`config.mk`:
```
export PLATFORM = sky130hd
export DESIGN_NAME = rcu_param_flat
export DESIGN_NICKNAME = d
export VERILOG_FILES = /design/src/rtl/noc_pkg.sv /design/src/rtl/rcu_param_if.sv /design/src/rtl/rcu_route_calc.sv /design/src/rtl/rcu_param.sv /design/src/flat_wrapper.sv
export SDC_FILE = /design/constraint.sdc
export NUM_CORES = 1
export LEC_CHECK = 0
export ABC_AREA = 1
export BUFFER_PORTS_ARGS = -buffer_cell sky130_fd_sc_hd__buf_2
export CAP_MARGIN = 30
export CELL_PAD_IN_SITES_DETAIL_PLACEMENT = 1
export CELL_PAD_IN_SITES_GLOBAL_PLACEMENT = 1
export CORE_MARGIN = 3
export CORE_UTILIZATION = 20
export CTS_CLUSTER_DIAMETER = 80
export DETAILED_ROUTE_END_ITERATION = 7
export GPL_TIMING_DRIVEN = 0
export PLACE_DENSITY_LB_ADDON = 0.1
export SLEW_MARGIN = 20
export SYNTH_ARGS = -nofsm -noshare
export SYNTH_HDL_FRONTEND = slang
export SYNTH_SLANG_ARGS = --single-unit
```
`constraint.sdc`:
```
create_clock -name clk_t -period 2.3 [get_ports clk_t]
set_clock_uncertainty 0.1 [all_clocks]
set_input_delay 0.115 -clock clk_t [delete_from_list [all_inputs] [get_ports clk_t]]
set_output_delay 0.115 -clock clk_t [all_outputs]
set_load 0.05 [all_outputs]
```
`src/rtl/noc_pkg.sv`:
```
// Shared NoC router definitions: port codes, flit type codes, routing algorithm
// selectors and the RCU state encoding.
package noc_pkg;

  typedef logic [2:0] port_t;
  typedef logic [1:0] flit_type_t;
  typedef logic [1:0] rcu_state_t;

  localparam port_t PORT_NONE  = 3'b000;
  localparam port_t PORT_LOCAL = 3'b001;
  localparam port_t PORT_EAST  = 3'b010;
  localparam port_t PORT_WEST  = 3'b011;
  localparam port_t PORT_NORTH = 3'b100;
  localparam port_t PORT_SOUTH = 3'b101;
  localparam port_t PORT_UP    = 3'b110;
  localparam port_t PORT_DOWN  = 3'b111;

  localparam flit_type_t FLIT_HEAD = 2'b11;
  localparam flit_type_t FLIT_BODY = 2'b10;
  localparam flit_type_t FLIT_TAIL = 2'b01;
  localparam flit_type_t FLIT_BAD  = 2'b00;

  localparam int ALGO_XY = 0;
  localparam int ALGO_YX = 1;
  localparam int ALGO_WF = 2;

  // Bit positions inside the {S,N,W,E} congestion vector
  localparam int CONG_E = 0;
  localparam int CONG_W = 1;
  localparam int CONG_N = 2;
  localparam int CONG_S = 3;

  localparam rcu_state_t ST_IDLE = 2'd0;
  localparam rcu_state_t ST_HEAD = 2'd1;
  localparam rcu_state_t ST_BODY = 2'd2;

endpackage

```
`src/rtl/rcu_param_if.sv`:
```
// Link between the input VC buffer / switch allocator (master) and the
// routing computation unit (slave).
interface rcu_param_if #(
  parameter int FW = 39
) ();

  logic [FW:0] flit;
  logic        flit_valid;
  logic        flit_ack;
  logic [3:0]  cong;
  logic [2:0]  op;
  logic        op_valid;
  logic        err;

  modport master (
    output flit, flit_valid, flit_ack, cong,
    input  op, op_valid, err
  );

  modport slave (
    input  flit, flit_valid, flit_ack, cong,
    output op, op_valid, err
  );

endinterface

```
`src/rtl/rcu_route_calc.sv`:
```
// Combinational route function: destination coordinates plus congestion
// flags to an output port code (XY, YX or west-first, optional Z dimension).
module rcu_route_calc
  import noc_pkg::*;
#(
  parameter int CW   = 4,
  parameter int MY_X = 0,
  parameter int MY_Y = 0,
  parameter int MY_Z = 0,
  parameter int DIM3 = 0,
  parameter int ALGO = 0
) (
  input  logic [CW-1:0] dx,
  input  logic [CW-1:0] dy,
  input  logic [CW-1:0] dz,
  input  logic [3:0]    cong,
  output port_t         port
);

  localparam logic [CW-1:0] MX = CW'(MY_X);
  localparam logic [CW-1:0] MY = CW'(MY_Y);
  localparam logic [CW-1:0] MZ = CW'(MY_Z);

  port_t x_port;
  port_t y_port;
  port_t z_port;
  port_t xy_port;
  port_t yx_port;
  logic  y_cong;
  logic  inputs_unused;

  // Depending on the configuration some of cong/dz never reach the port
  assign inputs_unused = ^{cong, dz};

  always_comb begin
    x_port  = PORT_NONE;
    y_port  = PORT_NONE;
    z_port  = PORT_NONE;
    xy_port = PORT_LOCAL;
    yx_port = PORT_LOCAL;
    y_cong  = 1'b0;
    port    = PORT_LOCAL;

    if (dx > MX)      x_port = PORT_EAST;
    else if (dx < MX) x_port = PORT_WEST;
    if (dy > MY)      y_port = PORT_NORTH;
    else if (dy < MY) y_port = PORT_SOUTH;
    if (DIM3 != 0) begin
      if (dz > MZ)      z_port = PORT_UP;
      else if (dz < MZ) z_port = PORT_DOWN;
    end

    if (x_port != PORT_NONE)      xy_port = x_port;
    else if (y_port != PORT_NONE) xy_port = y_port;
    else if (z_port != PORT_NONE) xy_port = z_port;

    if (y_port != PORT_NONE)      yx_port = y_port;
    else if (x_port != PORT_NONE) yx_port = x_port;
    else if (z_port != PORT_NONE) yx_port = z_port;

    y_cong = (y_port == PORT_NORTH) ? cong[CONG_N] : cong[CONG_S];

    case (ALGO)
      ALGO_YX: port = yx_port;
      // West-first: only the east+north/south pair is adaptive; east wins ties
      ALGO_WF: begin
        if (x_port == PORT_EAST && y_port != PORT_NONE)
          port = (cong[CONG_E] && !y_cong) ? y_port : PORT_EAST;
        else
          port = xy_port;
      end
      default: port = xy_port;
    endcase
  end

endmodule

```
`src/rtl/rcu_param.sv`:
```
// Per-input-port routing computation unit: routes the header flit and holds
// the selected output port until the packet's tail flit is forwarded.
module rcu_param
  import noc_pkg::*;
#(
  parameter int FW     = 39,
  parameter int CW     = 4,
  parameter int DX_MSB = 25,
  parameter int DY_MSB = 21,
  parameter int DZ_MSB = 17,
  parameter int MY_X   = 0,
  parameter int MY_Y   = 0,
  parameter int MY_Z   = 0,
  parameter int DIM3   = 0,
  parameter int ALGO   = 0
) (
  input  logic       clk_t,
  input  logic       rst_t,
  rcu_param_if.slave bus
);

  rcu_state_t state;
  port_t      op_r;
  port_t      route_port;
  logic       op_valid_r;
  logic       err_r;
  flit_type_t ftype;
  logic       flit_unused;

  assign ftype       = bus.flit[FW -: 2];
  assign flit_unused = ^bus.flit;

  rcu_route_calc #(
    .CW   (CW),
    .MY_X (MY_X),
    .MY_Y (MY_Y),
    .MY_Z (MY_Z),
    .DIM3 (DIM3),
    .ALGO (ALGO)
  ) u_route (
    .dx   (bus.flit[DX_MSB -: CW]),
    .dy   (bus.flit[DY_MSB -: CW]),
    .dz   (bus.flit[DZ_MSB -: CW]),
    .cong (bus.cong),
    .port (route_port)
  );

  // op is only loaded from a header seen in IDLE, so congestion changes
  // mid-packet can never re-route it
  always_ff @(posedge clk_t or posedge rst_t) begin
    if (rst_t) begin
      state      <= ST_IDLE;
      op_r       <= PORT_NONE;
      op_valid_r <= 1'b0;
      err_r      <= 1'b0;
    end else begin
      case (state)
        ST_IDLE: begin
          if (bus.flit_valid) begin
            if (ftype == FLIT_HEAD) begin
              op_r       <= route_port;
              op_valid_r <= 1'b1;
              state      <= ST_HEAD;
            end else begin
              err_r <= 1'b1;
            end
          end
        end
        ST_HEAD: begin
          if (bus.flit_valid) begin
            if (ftype != FLIT_HEAD)  err_r <= 1'b1;
            else if (bus.flit_ack)   state <= ST_BODY;
          end
        end
        ST_BODY: begin
          if (bus.flit_valid) begin
            if (ftype == FLIT_TAIL) begin
              if (bus.flit_ack) begin
                op_valid_r <= 1'b0;
                state      <= ST_IDLE;
              end
            end else if (ftype != FLIT_BODY) begin
              err_r <= 1'b1;
            end
          end
        end
        default: state <= ST_IDLE;
      endcase
    end
  end

  assign bus.op       = op_r;
  assign bus.op_valid = op_valid_r;
  assign bus.err      = err_r;

endmodule

```
`src/flat_wrapper.sv`:
```
// flat-port wrapper written by rule: the top's interface ports become plain ports
module rcu_param_flat import noc_pkg::*;
#(
  parameter int FW     = 39,
  parameter int CW     = 4,
  parameter int DX_MSB = 25,
  parameter int DY_MSB = 21,
  parameter int DZ_MSB = 17,
  parameter int MY_X   = 0,
  parameter int MY_Y   = 0,
  parameter int MY_Z   = 0,
  parameter int DIM3   = 0,
  parameter int ALGO   = 0
)
  (clk_t, rst_t, bus_flit, bus_flit_valid, bus_flit_ack, bus_cong, bus_op, bus_op_valid, bus_err);
  rcu_param_if #(.FW(FW)) bus_i ();
  input  logic clk_t;
  input  logic rst_t;
  input wire logic [$bits(bus_i.flit)-1:0] bus_flit;
  input wire logic [$bits(bus_i.flit_valid)-1:0] bus_flit_valid;
  input wire logic [$bits(bus_i.flit_ack)-1:0] bus_flit_ack;
  input wire logic [$bits(bus_i.cong)-1:0] bus_cong;
  output wire logic [$bits(bus_i.op)-1:0] bus_op;
  output wire logic [$bits(bus_i.op_valid)-1:0] bus_op_valid;
  output wire logic [$bits(bus_i.err)-1:0] bus_err;
  assign bus_i.flit = bus_flit;
  assign bus_i.flit_valid = bus_flit_valid;
  assign bus_i.flit_ack = bus_flit_ack;
  assign bus_i.cong = bus_cong;
  assign bus_op = bus_i.op;
  assign bus_op_valid = bus_i.op_valid;
  assign bus_err = bus_i.err;
  rcu_param #(.FW(FW), .CW(CW), .DX_MSB(DX_MSB), .DY_MSB(DY_MSB), .DZ_MSB(DZ_MSB), .MY_X(MY_X), .MY_Y(MY_Y), .MY_Z(MY_Z), .DIM3(DIM3), .ALGO(ALGO)) u_core (.clk_t(clk_t), .rst_t(rst_t), .bus(bus_i));
endmodule
```
==> results of run 1 <==
## cells in the mapped netlist
library cell               number  area (sq um)
sky130_fd_sc_hd__nand2_1       16          60.1
sky130_fd_sc_hd__inv_1          8          30.0
sky130_fd_sc_hd__dfrtp_1        7           175
sky130_fd_sc_hd__nand3_1        6          30.0
sky130_fd_sc_hd__nor2_1         6          22.5
sky130_fd_sc_hd__nand3_4        2          35.0
sky130_fd_sc_hd__nor2_2         2          12.5
sky130_fd_sc_hd__o21ai_2        2          17.5
sky130_fd_sc_hd__clkinv_1       1          3.75
sky130_fd_sc_hd__inv_4          1          6.26
sky130_fd_sc_hd__o21a_1         1          7.51
sky130_fd_sc_hd__o21ai_0        1          5.00
sky130_fd_sc_hd__o21bai_1       1          7.51
sky130_fd_sc_hd__o22ai_1        1          6.26
sky130_fd_sc_hd__or2_0          1          6.26
## stage by stage
stage / power [uW] / worst slack (ns) / cell area [sq um] / hold WS (ns)
floorplan: 405 / 1.17 / 425 / -0.182
global placement: 476 / 1.06 / 549 / -0.0361
detailed placement: 478 / 1.05 / 549 / -0.0266
CTS: 601 / 1.04 / 586 / 0.0431
global route: 661 / 0.909 / 586 / 0.0676
finish: 589 / 1.07 / 586 / 0.0447
## state kept, by name, indices dropped and copies added (netlist names)
register and flops:
u_core.state 2, u_core.bus.op 3, u_core.bus.err 1, u_core.bus.op_valid 1
## cell type report
class	count	area [sq um]	area share [%]
clock buffers	4	26.3	4.49
inverters	10	40.0	6.84
multi-input cells	39	210	35.9
flip-flops and latches	7	175	29.9
well taps	27	33.8	5.77
repair buffers	19	100	17.1
## logic make-up after synthesis
| group | count (synthesis) | synth area share (%) |
|---|---|---|
| AO/OA/AOI/OAI | 6 | 10.3 |
| AND/OR/NAND/NOR | 33 | 39.1 |
| flip-flops | 7 | 41.2 |
| buffers and inverters | 10 | 9.41 |
## per-layer routing
layer	vias to the layer above	global-route usage [%]	part of all wire, %	wire length [microns]
li1	219	-	-	-
met1	192	13.0	46	484
met2	9	16.7	47	499
met3	2	2.87	4.5	47
met4	0	6.55	2.1	22
met5	-	0	0	0
## power groups by stage
stage               logic, uW  registers [uW]  clock network (uW)
finish                    281             192                 116
global route              330             201                 130
CTS                       285             193                 123
detailed placement        283             195                   0
global placement          280             196                   0
floorplan                 147             259                   0
## worst max-delay path, delay by kind of cell (launching register included)
kind	cells	cell delay [ns]
flops	1	0.44
compound gates	1	0.11
buf+inv	1	0.09
simple gates	3	0.39
## path summary, 6_finish.rpt
check                      depth (start not counted)          endpoint       startpoint  slack (ns)
max in group asynchronous                          3   u_core.state[1]            rst_t        1.64
max reg2reg                                        5  u_core.bus.op[1]  u_core.state[0]        1.07
max                                                5  u_core.bus.op[1]  u_core.state[0]        1.07
min                                                4  u_core.bus.op[0]     bus_flit[19]        0.04
min reg2reg                                        2    u_core.bus.err   u_core.bus.err        0.36
min in group asynchronous                          3  u_core.bus.op[1]            rst_t        0.24
==> metrics list, run 1 <==
- Buffers inserted to repair hold after CTS numbered 1.
* Share of cells above drive strength 1: 35.4%
- Std cell rows: 16
- Leakage component of the power: 0.000325 uW
* Peak supply drop: 0.000328 V
- Clock tree synthesis found a total of 7 sinks.
* Final Cycle Share: 53.7%
- Maximum clock rate: 0.810 GHz
- Synthesis produced a netlist whose cell count is 56.
- Net switching is 46.5% of the power.
* Post-synthesis net count: 104
- The signal on the critical path passes through nor2_2 > nand3_4 > inv_4 > nand3_4 > o21a_1.
- Yosys printed 0 warnings.
- Die Area: 0.00272 sq mm
* Clock latency on the worst-skew pair: 0.25 ns
- For this design the ratio of total power to cell area is 1010 mW/mm^2.
- Core footprint: 0.00198 sq mm
- The number of global-route vias before repair was 487.
- Part of the total power dissipated in combinational logic: 47.7%
- After the flow finishes, the layout carries non-filler instances totaling 106.
- Number of buffers inserted during clock tree synthesis: 3
- For the worst setup path, the data required time is 2.34 ns.
- Net switching power: 274 uW
- In this run the remaining antenna-violating nets after routing total 0.
* Average wire per standard cell: 9.93 microns
- Port Buf Inserts: 18
- Slew @ Worst Pin: 0.284 ns
- Number of search-and-repair iterations in the first detailed-routing pass: 4
- The final hold violation count is 0.
- Kind of end point of the critical path: flop
* Routed via count divided by cell count: 3.98
* Die outline width: 52.1 microns
- For this run, the slowest stage of the critical path takes 0.44 ns.
- Once the floorplan was initialized, standard cells occupied 21.5% of the core.
* Number of antenna violations at the first check in global routing: 0
* Number of I/O pins: 53
* Post-CTS repair timing setup buffer count: 0
- Power share of the clock group: 19.6%
- Maximum clock insertion buffer count: 2
* Result of the run: complete, no violations
- Kind of launch point of the worst setup path: flop
* Overall routing resource usage: 10.8%
- Via Count: 422
- Ant. Diodes: 0
* Post_cts resized: 0
* Layout area overhead: 37.6%
* Post-synthesis sequential area ratio: 41.2%
- Fill cells in the final layout number 264.
* Utilization after layout: 29.5%
- Sequential power share: 32.7%
* Post-placement cell count: 101
- Number of distinct library cell variants in the gate-level netlist after synthesis: 15
- The library cell used most frequently in the layout, excluding fill and tap cells, is sky130_fd_sc_hd__buf_2.
* Tightest Hold Check Type: primary input to flop
- The top cell types in the final layout, fill and taps aside, are sky130_fd_sc_hd__buf_2 (18), sky130_fd_sc_hd__nand2_1 (16), sky130_fd_sc_hd__inv_1 (8).
* Final TNS setup: 0 ns
- Number of design rule violations left after detail routing: 0
- The total overflow left after global routing is 0.
- Final Max Tran Viols: 0
* Slowest-stage cell, CP: sky130_fd_sc_hd__dfrtp_1
- Once detailed placement completed, the half-perimeter wirelength came to 873 microns.
- Cell area after synthesis: 425 sq um
* Final RePlAce weighted congestion: 0.695
* Unrepaired setup endpoints after global routing: no
- For this block, the initial DRC count from the detailed router was 4.
- Synth Register Bits: 7
- In this run the worst path has a maximum fanout of 6.
* Average size of a mapped cell: 7.60 sq um
* Min Clock Period, post-route: 1.23 ns
* Post-detailed-routing wire length: 1.05 mm
- In this design, the critical path's most frequently occurring cell is sky130_fd_sc_hd__nand3_4.
* H-tree depth reported by CTS: 1
* # nets final: 128
- Worst slew margin relative to its limit: 81.0%
- Pin count of the biggest net entering global routing: 8
- The cell sitting at the root of the clock tree is a sky130_fd_sc_hd__clkbuf_4.
- The first global-routing pass estimated 2.15 mm of wire.
* Start-to-end type of the worst setup path: flop to flop
- Internal power component: 315 uW
- Reported max-cap violation count: 0
* Setup violations, final: 0
- Worst-path clk slew: 0.06 ns
- Die span in y: 52.1 microns
- Data arrival time of the critical path: 1.28 ns
* Clock tree from TritonCTS: done
Note: power is estimated with default switching activity, not from simulation.
==> run 2: changes to the inputs <==
ABC_AREA = 0   (was 1)
CORE_UTILIZATION = 15   (was 20)
clock period = 1 ns   (was 2.3 ns; I/O delays follow)
==> run 2 against run 1 <==
Against the previous run: the run now ends with negative setup slack left; sequential power increased by 95%; register-to-register slack worse by 1.4 ns; routed wire length down 13%; final cell count is 19% lower; largest power group unchanged; maximum frequency decreased by 4.9%; clock-buffer cell count is the same; area after synthesis decreased by 18%; non-clock buffer count rose by 4; critical path type unchanged; clock power up 130%; combinational power increased by 64%; via count is 17% lower; largest cell class unchanged.
==> metrics list, run 2 <==
* Result of the run: finished with violations (was complete, no violations)
* Failing checks: negative setup slack
- Final-report hold violation count: 0 (unchanged)
* Port Buf Inserts: 18 (unchanged)
- The number of clock sinks seen by CTS is 7 (unchanged).
- First-pass GRT wire length: 1.51 mm (was 2.15 mm)
- The total number of vias came to 349 (was 422).
- Most common library cell in the layout ignoring fill and taps: sky130_fd_sc_hd__buf_2 (unchanged)
* # nets final: 108 (was 128)
- Post-placement cell count: 77 (was 101)
- The relative slew slack came to 78.4% (was 81.0%).
- The area enclosed by the die boundary was 0.00294 sq mm (was 0.00272 sq mm).
- The count of distinct cell types in the synthesized netlist is 19 (was 15).
- The final non-filler cell area was 593 sq um (was 586 sq um).
- Most numerous cell types in the synthesized netlist: sky130_fd_sc_hd__dfrtp_1 (7), sky130_fd_sc_hd__nand2_1 (4), sky130_fd_sc_hd__mux2_2 (3), sky130_fd_sc_hd__nor2_1 (3) (was sky130_fd_sc_hd__nand2_1 (16), sky130_fd_sc_hd__inv_1 (8), sky130_fd_sc_hd__dfrtp_1 (7)).
* Utilization after layout: 28.5% (was 29.5%)
- Number of enable-type register cells in the synthesized netlist: 0 (unchanged)
- Min Clock Period, post-route: 1.30 ns (was 1.23 ns)
* Power density relative to cell area: 1850 mW/mm^2 (was 1010 mW/mm^2)
* Number of I/O pins: 53 (unchanged)
* Cell area after synthesis: 349 sq um (was 425 sq um)
* Core footprint: 0.00208 sq mm (was 0.00198 sq mm)
* Maximum clock rate: 0.770 GHz (was 0.810 GHz)
- Peak supply drop: 0.000934 V (was 0.000328 V)
- The data arrival time of the critical path came to 1.33 ns (was 1.28 ns).
* Slew @ Worst Pin: 0.321 ns (was 0.284 ns)
- The final number of setup-violating endpoints came to 7 (was 0).
* Warnings from Yosys: 0 (unchanged)
- Root Driver: sky130_fd_sc_hd__clkbuf_4 (unchanged)
- The total congestion overflow was 0 (unchanged).
* Instance area after placement: 473 sq um (was 549 sq um)
- The CTS tree is done (unchanged).
- H-tree depth reported by CTS: 1 (unchanged)
* Average wire per standard cell: 10.7 microns (was 9.93 microns)
* Unrepaired setup endpoints after global routing: yes (was no)
- Routed via count divided by cell count: 4.06 (was 3.98)
- The most repeated cell in the gate-level netlist after synthesis was sky130_fd_sc_hd__dfrtp_1 (was sky130_fd_sc_hd__nand2_1).
- The gate count of the mapped netlist came to 32 (was 56).
- Non-filler instance count after layout: 86 (was 106)
- Final Max Tran Viols: 0 (unchanged)
- The slowest cell on the critical path is sky130_fd_sc_hd__dfrtp_1 (unchanged).
* Clock latency on the worst-skew pair: 0.25 ns (about the same)
- Maximum clock insertion buffer count: 2 (unchanged)
- The endpoint class of the critical path is a flop (unchanged).
- The maximum cell stage delay along the critical path is 0.42 ns (was 0.44 ns).
- The synthesized net count was 80 (was 104).
- Final setup margin: -0.298 ns (was 1.07 ns)
- The number of antenna violations at the first check in global routing is 0 (unchanged).
* Cell type with the highest aggregate area in the netlist: sky130_fd_sc_hd__dfrtp_1 (unchanged)
- The worst min-delay path category was primary input to flop (unchanged).
- The total length of routed wires came to 920 microns (was 1.05 mm).
- The worst endpoint required time is 1.03 ns (was 2.34 ns).
* Starting density of the core: 16.8% (was 21.5%)
- Count of antenna-violating nets left after detailed routing: 0 (unchanged)
- The largest net degree at the start of global routing was 8 (unchanged).
- The share of flip-flops with an asynchronous set or reset after synthesis was 100% (unchanged).
- The average footprint of a synthesized cell is 10.9 sq um (was 7.60 sq um).
- The number of global-route vias before repair is 376 (was 487).
* Number of flip-flops under the largest register name: 3 (unchanged)
- The critical path start-end classification was flop to flop (unchanged).
- The number of DRC markers in iteration 0 came to 1 (was 4).
- Number of search-and-repair iterations in the first detailed-routing pass: 3 (was 4)
* Kind of launch point of the worst setup path: flop (unchanged)
- The reported max-cap violation count was 0 (unchanged).
* Final Cycle Share: 130% (was 53.7%)
- The register bit count reported by yosys was 7 (unchanged).
* Std cell rows: 16 (unchanged)
- The total DRC errors in the routed layout came to 0 (unchanged).
- Most frequent cells in the layout: sky130_fd_sc_hd__buf_2 (13), sky130_fd_sc_hd__buf_6 (8), sky130_fd_sc_hd__dfrtp_1 (7) (was sky130_fd_sc_hd__buf_2 (18), sky130_fd_sc_hd__nand2_1 (16), sky130_fd_sc_hd__inv_1 (8)).
- The number of buffers and inverters on the critical path is 0 (was 1).
* Most used flip-flop cell after synthesis: sky130_fd_sc_hd__dfrtp_1 (unchanged)
* Layout area overhead: 69.9% (was 37.6%)
* Worst-path clk slew: 0.06 ns (about the same)
- Die span in y: 54.2 microns (was 52.1 microns)
* Area share of the largest cell type after synthesis: 50.2% (was 41.2%)
- Share of cells above drive strength 1: 54.2% (was 35.4%)
- The cell family with the largest share of critical-path delay was flip-flops (unchanged).
- Critical path peak fanout: 5 (was 6)
- Die outline width: 54.2 microns (was 52.1 microns)
* Worst path cell trace: or3_4 > mux2_2 (was nor2_2 > nand3_4 > inv_4 > nand3_4 > o21a_1)
- Number of buffers inserted during clock tree synthesis: 3 (unchanged)
- Leakage component of the power: 0.000272 uW (was 0.000325 uW)
* Post-synthesis sequential area ratio: 50.2% (was 41.2%)
- Ant. Diodes: 0 (unchanged)
- Largest cells by area after synthesis: sky130_fd_sc_hd__dfrtp_1 (50%), sky130_fd_sc_hd__mux2_2 (9.7%), sky130_fd_sc_hd__nand2_1 (4.3%) (was sky130_fd_sc_hd__dfrtp_1 (41%), sky130_fd_sc_hd__nand2_1 (14%), sky130_fd_sc_hd__nand3_4 (8.2%))
- Final RePlAce weighted congestion: 0.645 (was 0.695)
- The total global routing track utilization is 7.43% (was 10.8%).
[run 2: worst min-delay path, delay by kind of cell]
kind	cells	cell delay, ns
buf+inv	1	0.15
compound gates	1	0.07
simple gates	1	0.07
[run 2: cells by family (layout without fill, tap and decap cells)]
group	Yosys count	after routing	share of synthesized area [%]
AO/OA/AOI/OAI	5	5	11.5
buffers and inverters	1	28	1.07
flip-flops	7	7	50.2
multiplexers	4	4	12.5
AND/OR/NAND/NOR	15	15	24.7
[run 2: per-stage QoR]
stage          hold slack [ns]  worst slack, ns  power [uW]  setup TNS, ns
3_5_place_dp           -0.0971           -0.331         654          -1.40
5_1_grt                 0.0362           -0.327        1180          -1.70
2_1_floorplan           -0.247           -0.272         565          -1.07
6_report                0.0241           -0.298        1100          -1.39
3_3_place_gp           -0.0981           -0.343         657          -1.48
4_1_cts                 0.0146           -0.300        1050          -1.42
[run 2: path summary, 6_finish.rpt]
path                                       from          endpoint  slack [ns]  depth (start not counted)
worst max-delay path            u_core.state[1]  u_core.bus.op[2]       -0.30                          2
worst min-delay path               bus_flit[39]   u_core.state[1]        0.02                          3
worst max register to register  u_core.state[1]  u_core.bus.op[2]       -0.30                          2
worst min register to register   u_core.bus.err    u_core.bus.err        0.39                          1
max in group asynchronous                 rst_t   u_core.state[0]        0.40                          3
min in group asynchronous                 rst_t    u_core.bus.err        0.18                          3
[run 2: metal layers]
layer / vias up / global-route usage, % / routed length, microns
met5: - / 0 / 0
met2: 11 / 13.1 / 499
met4: 0 / 2.49 / 0
met1: 169 / 7.28 / 356
met3: 0 / 4.09 / 65
li1: 169 / - / -
[run 2: final cells by class]
type	instances	area (sq um)
fill	245	1490
tap	27	33.8
multi-input combinational	24	179
clock buffer	4	26.3
timing repair buffer	23	175
inverter	1	3.75
sequential	7	175
[run 2: where the power goes]
part	switching [uW]	total [uW]	internal, uW
Sequential	39.7	375	335
Clock	110	263	153
Combinational	210	461	251
Total	360	1100	738
[run 2: timing repair]
action                                 4_1_cts  5_1_grt
setup buffers                                3        0
pin swaps                                    3        0
setup endpoints to repair                   10       12
hold buffers                                 2        0
resized for setup                            6       10
endpoints found under the hold margin        8        0
==> run 3: changes to the inputs <==
--- a/config.mk
+++ b/config.mk
@@ -13,3 +13,3 @@
 export CORE_MARGIN = 3
-export CORE_UTILIZATION = 15
+export CORE_UTILIZATION = 17
 export CTS_CLUSTER_DIAMETER = 80
@@ -18,2 +18,3 @@
 export PLACE_DENSITY_LB_ADDON = 0.1
+export RECOVER_POWER = 100
 export SLEW_MARGIN = 20
==> constraint.sdc (replaced) <==
create_clock -name clk_t -period 1.2 [get_ports clk_t]
set_clock_uncertainty 0.1 [all_clocks]
set_input_delay 0.12 -clock clk_t [delete_from_list [all_inputs] [get_ports clk_t]]
set_output_delay 0.12 -clock clk_t [all_outputs]
set_load 0.05 [all_outputs]
==> run 3 against run 2 <==
Against the previous run: the flow still finishes with violations (negative setup slack); global-route usage rose by 2.1 points; maximum frequency is 1.2% lower; utilization up 1.2 points; design area is 8.0% lower; sequential power down 17%; clock power is 14% lower.
==> metrics list, run 3 (synthesized netlist as in run 2, its figures left out) <==
- Result of the run: finished with violations (unchanged)
* Failing checks: negative setup slack (unchanged)
- The time the final worst path needs with I/O delays and setup came to 1.31 ns (was 1.30 ns).
- The HPWL after detailed placement is 814 microns.
- Slew @ Worst Pin: 0.346 ns (was 0.321 ns)
* Ant. Diodes: 0 (unchanged)
* First-pass GRT wire length: 1.74 mm (was 1.51 mm)
- The remaining antenna violation count came to 0 (unchanged).
* Core footprint: 0.00184 sq mm (was 0.00208 sq mm)
* Switching power share of the total: 35.5% (was 32.8%)
- The height of the chip came to 51.3 microns (was 54.2 microns).
- The number of H-tree branching levels was 1 (unchanged).
* Data arrival time of the critical path: 1.36 ns (was 1.33 ns)
- Final RePlAce weighted congestion: 0.640 (was 0.645)
- The number of top-level design ports is 53 (unchanged).
- Root Driver: sky130_fd_sc_hd__clkbuf_4 (unchanged)
- Kind of launch point of the worst setup path: flop (unchanged)
* Post-detailed-routing wire length: 995 microns (was 920 microns)
- Worst-path clk slew: 0.06 ns (about the same)
- The total congestion overflow is 0 (unchanged).
- Final setup margin: -0.114 ns (was -0.298 ns)
- Clock latency on the worst-skew pair: 0.26 ns (was 0.25 ns)
- The leakage power total is 0.000260 uW (was 0.000272 uW).
* Required time of the critical path: 1.25 ns (was 1.03 ns)
- The hold path depth is 3 (unchanged).
- The total number of vias was 360 (was 349).
- Start-to-end type of the worst setup path: flop to flop (unchanged)
* Worst setup slack before clock tree synthesis: -0.147 ns (was -0.331 ns)
* Critical path peak fanout: 4 (was 5)
- The relative slew slack was 76.7% (was 78.4%).
- Routed via count divided by cell count: 4.29 (was 4.06)
- The number of DRC markers in iteration 0 is 0 (was 1).
- The area enclosed by the die boundary came to 0.00263 sq mm (was 0.00294 sq mm).
- Peak supply drop: 0.000447 V (was 0.000934 V)
* Number of antenna violations at the first check in global routing: 0 (unchanged)
* Port Buf Inserts: 18 (unchanged)
* Final Max Tran Viols: 0 (unchanged)
- The number of inserted filler cells in the final layout was 230 (was 245).
- The count of TritonRoute iterations in the first routing pass is 1 (was 3).
- Worst reg2reg path depth: 2 (unchanged)
- Startpoint of the lowest-slack hold path: bus_flit[39] (unchanged)
- The number of global-route vias before repair was 414 (was 376).
* Power density relative to cell area: 1560 mW/mm^2 (was 1850 mW/mm^2)
- The part of the total power dissipated in combinational logic is 36.7% (was 42.0%).
* Final-report hold violation count: 0 (unchanged)
- The starting density of the core was 19.0% (was 16.8%).
- Internal power component: 549 uW (was 738 uW)
- The part of the total power dissipated in sequential elements came to 36.7% (was 34.1%).
- Reported max-cap violation count: 0 (unchanged)
- The per-cell routed wire length was 11.8 microns (was 10.7 microns).
* Final Cycle Share: 110% (was 130%)
* Kind of end point of the critical path: flop (unchanged)
- Launch point of the worst reg-to-reg path: u_core.state[0] (was u_core.state[1])
- The maximum cell stage delay along the critical path is 0.41 ns (was 0.42 ns).
* Number of flip-flops under the largest register name: 3 (unchanged)
* Slowest-stage cell, CP: sky130_fd_sc_hd__or3_4 (was sky130_fd_sc_hd__dfrtp_1)
- Setup violations, final: 5 (was 7)
- Maximum clock rate: 0.761 GHz (was 0.770 GHz)
* # nets final: 108 (unchanged)
- The largest net degree at the start of global routing came to 8 (unchanged).
- The endpoint of the most critical register-to-register path is u_core.bus.op[1] (was u_core.bus.op[2]).
* Finished Cell Area: 546 sq um (was 593 sq um)
- Flop-to-flop setup slack: -0.11 ns (was -0.30 ns)
- Clock tree from TritonCTS: done (unchanged)
- Unrepaired setup endpoints after global routing: yes (unchanged)
* Most frequent cells in the layout: sky130_fd_sc_hd__buf_2 (13), sky130_fd_sc_hd__dfrtp_1 (7), sky130_fd_sc_hd__clkbuf_2 (5) (was sky130_fd_sc_hd__buf_2 (13), sky130_fd_sc_hd__buf_6 (8), sky130_fd_sc_hd__dfrtp_1 (7))
- The commonest non-fill, non-tap cell in the layout was sky130_fd_sc_hd__buf_2 (unchanged).
* Net switching power: 302 uW (was 360 uW)
* Die outline width: 51.3 microns (was 54.2 microns)
* Tightest Hold Check Type: primary input to flop (unchanged)
* Number of design rule violations left after detail routing: 0 (unchanged)
- The total global routing track utilization is 9.49% (was 7.43%).
- The area growth from synthesis to final layout was 56.3% (was 69.9%).
* TritonCTS sink count: 7 (unchanged)
- End point of the worst hold path: u_core.state[1] (unchanged)
- The standard-cell row count is 15 (was 16).
- Maximum clock insertion buffer count: 2 (unchanged)
* Worst path cell trace: or3_4 > mux2_2 (unchanged)
- Power share of the clock group: 26.6% (was 23.9%)
* Share of cells above drive strength 1: 55.9% (was 54.2%)
- Number of buffers inserted during clock tree synthesis: 3 (unchanged)
* Instance area after placement: 470 sq um (was 473 sq um)
==> run 3: worst max-delay path, delay by kind of cell (launching register included) <==
| family | cells | cell delay, ns |
|---|---|---|
| simple gates | 1 | 0.41 |
| flops | 1 | 0.40 |
| mux | 1 | 0.29 |
==> run 3: metrics by stage <==
stage	total power [uW]	instances	TNS, ns	utilization (%)	hold WS [ns]
final	850	84	-0.421	29.7	0.104
after global routing	926	84	-0.730	29.7	0.102
after CTS	843	82	-0.492	28.4	0.000141
after detailed placement	554	75	-0.519	25.6	-0.0203
after global placement	536	75	-0.427	25.6	-0.0293
after floorplan	471	32	-0.239	-	-0.177
==> run 3: worst max-delay path by stage <==
stage,from,end,cells past startpoint,slack (ns)
after floorplan,u_core.state[0],u_core.bus.op[0],2,-0.07
after global placement,u_core.state[0],u_core.bus.op[2],2,-0.12
after detailed placement,bus_flit[39],u_core.bus.op[1],4,-0.15
after CTS,u_core.state[0],u_core.bus.op[1],2,-0.12
after global routing,u_core.state[0],u_core.bus.op[1],2,-0.16
final,u_core.state[0],u_core.bus.op[1],2,-0.11
==> run 3: metal layers <==
layer	vias to the layer above	track usage [%]	part of all wire (%)
met2	18	17.6	54
met1	169	7.64	33
li1	170	-	-
met5	-	0	0
met3	3	6.41	12
met4	0	3.93	1.0
==> run 3: what timing repair did <==
action,CTS,global route
hold buffers,1,1
pin swaps,0,0
buffers inserted,2,1
hold endpoints to repair,7,1
resized for setup,0,1
endpoints found under the setup margin,4,5
==> run 3: final cells by class <==
cell class              instances  area (sq um)  share of cell area [%]
clock buffers                   3          22.5                    4.13
clock inverters                 1          5.00                   0.917
inverters                       1          3.75                   0.688
multi-input cells              24           175                    32.1
flip-flops and latches          7           175                    32.1
well taps                      25          31.3                    5.73
repair buffers                 23           133                    24.3
==> run 3: power by group through the flow <==
stage / Clock, uW / Sequential [uW] / Combinational [uW]
global route: 259 / 321 / 346
global placement: 0 / 318 / 218
detailed placement: 0 / 324 / 230
CTS: 241 / 312 / 290
finish: 226 / 312 / 312
floorplan: 0 / 390 / 81.2
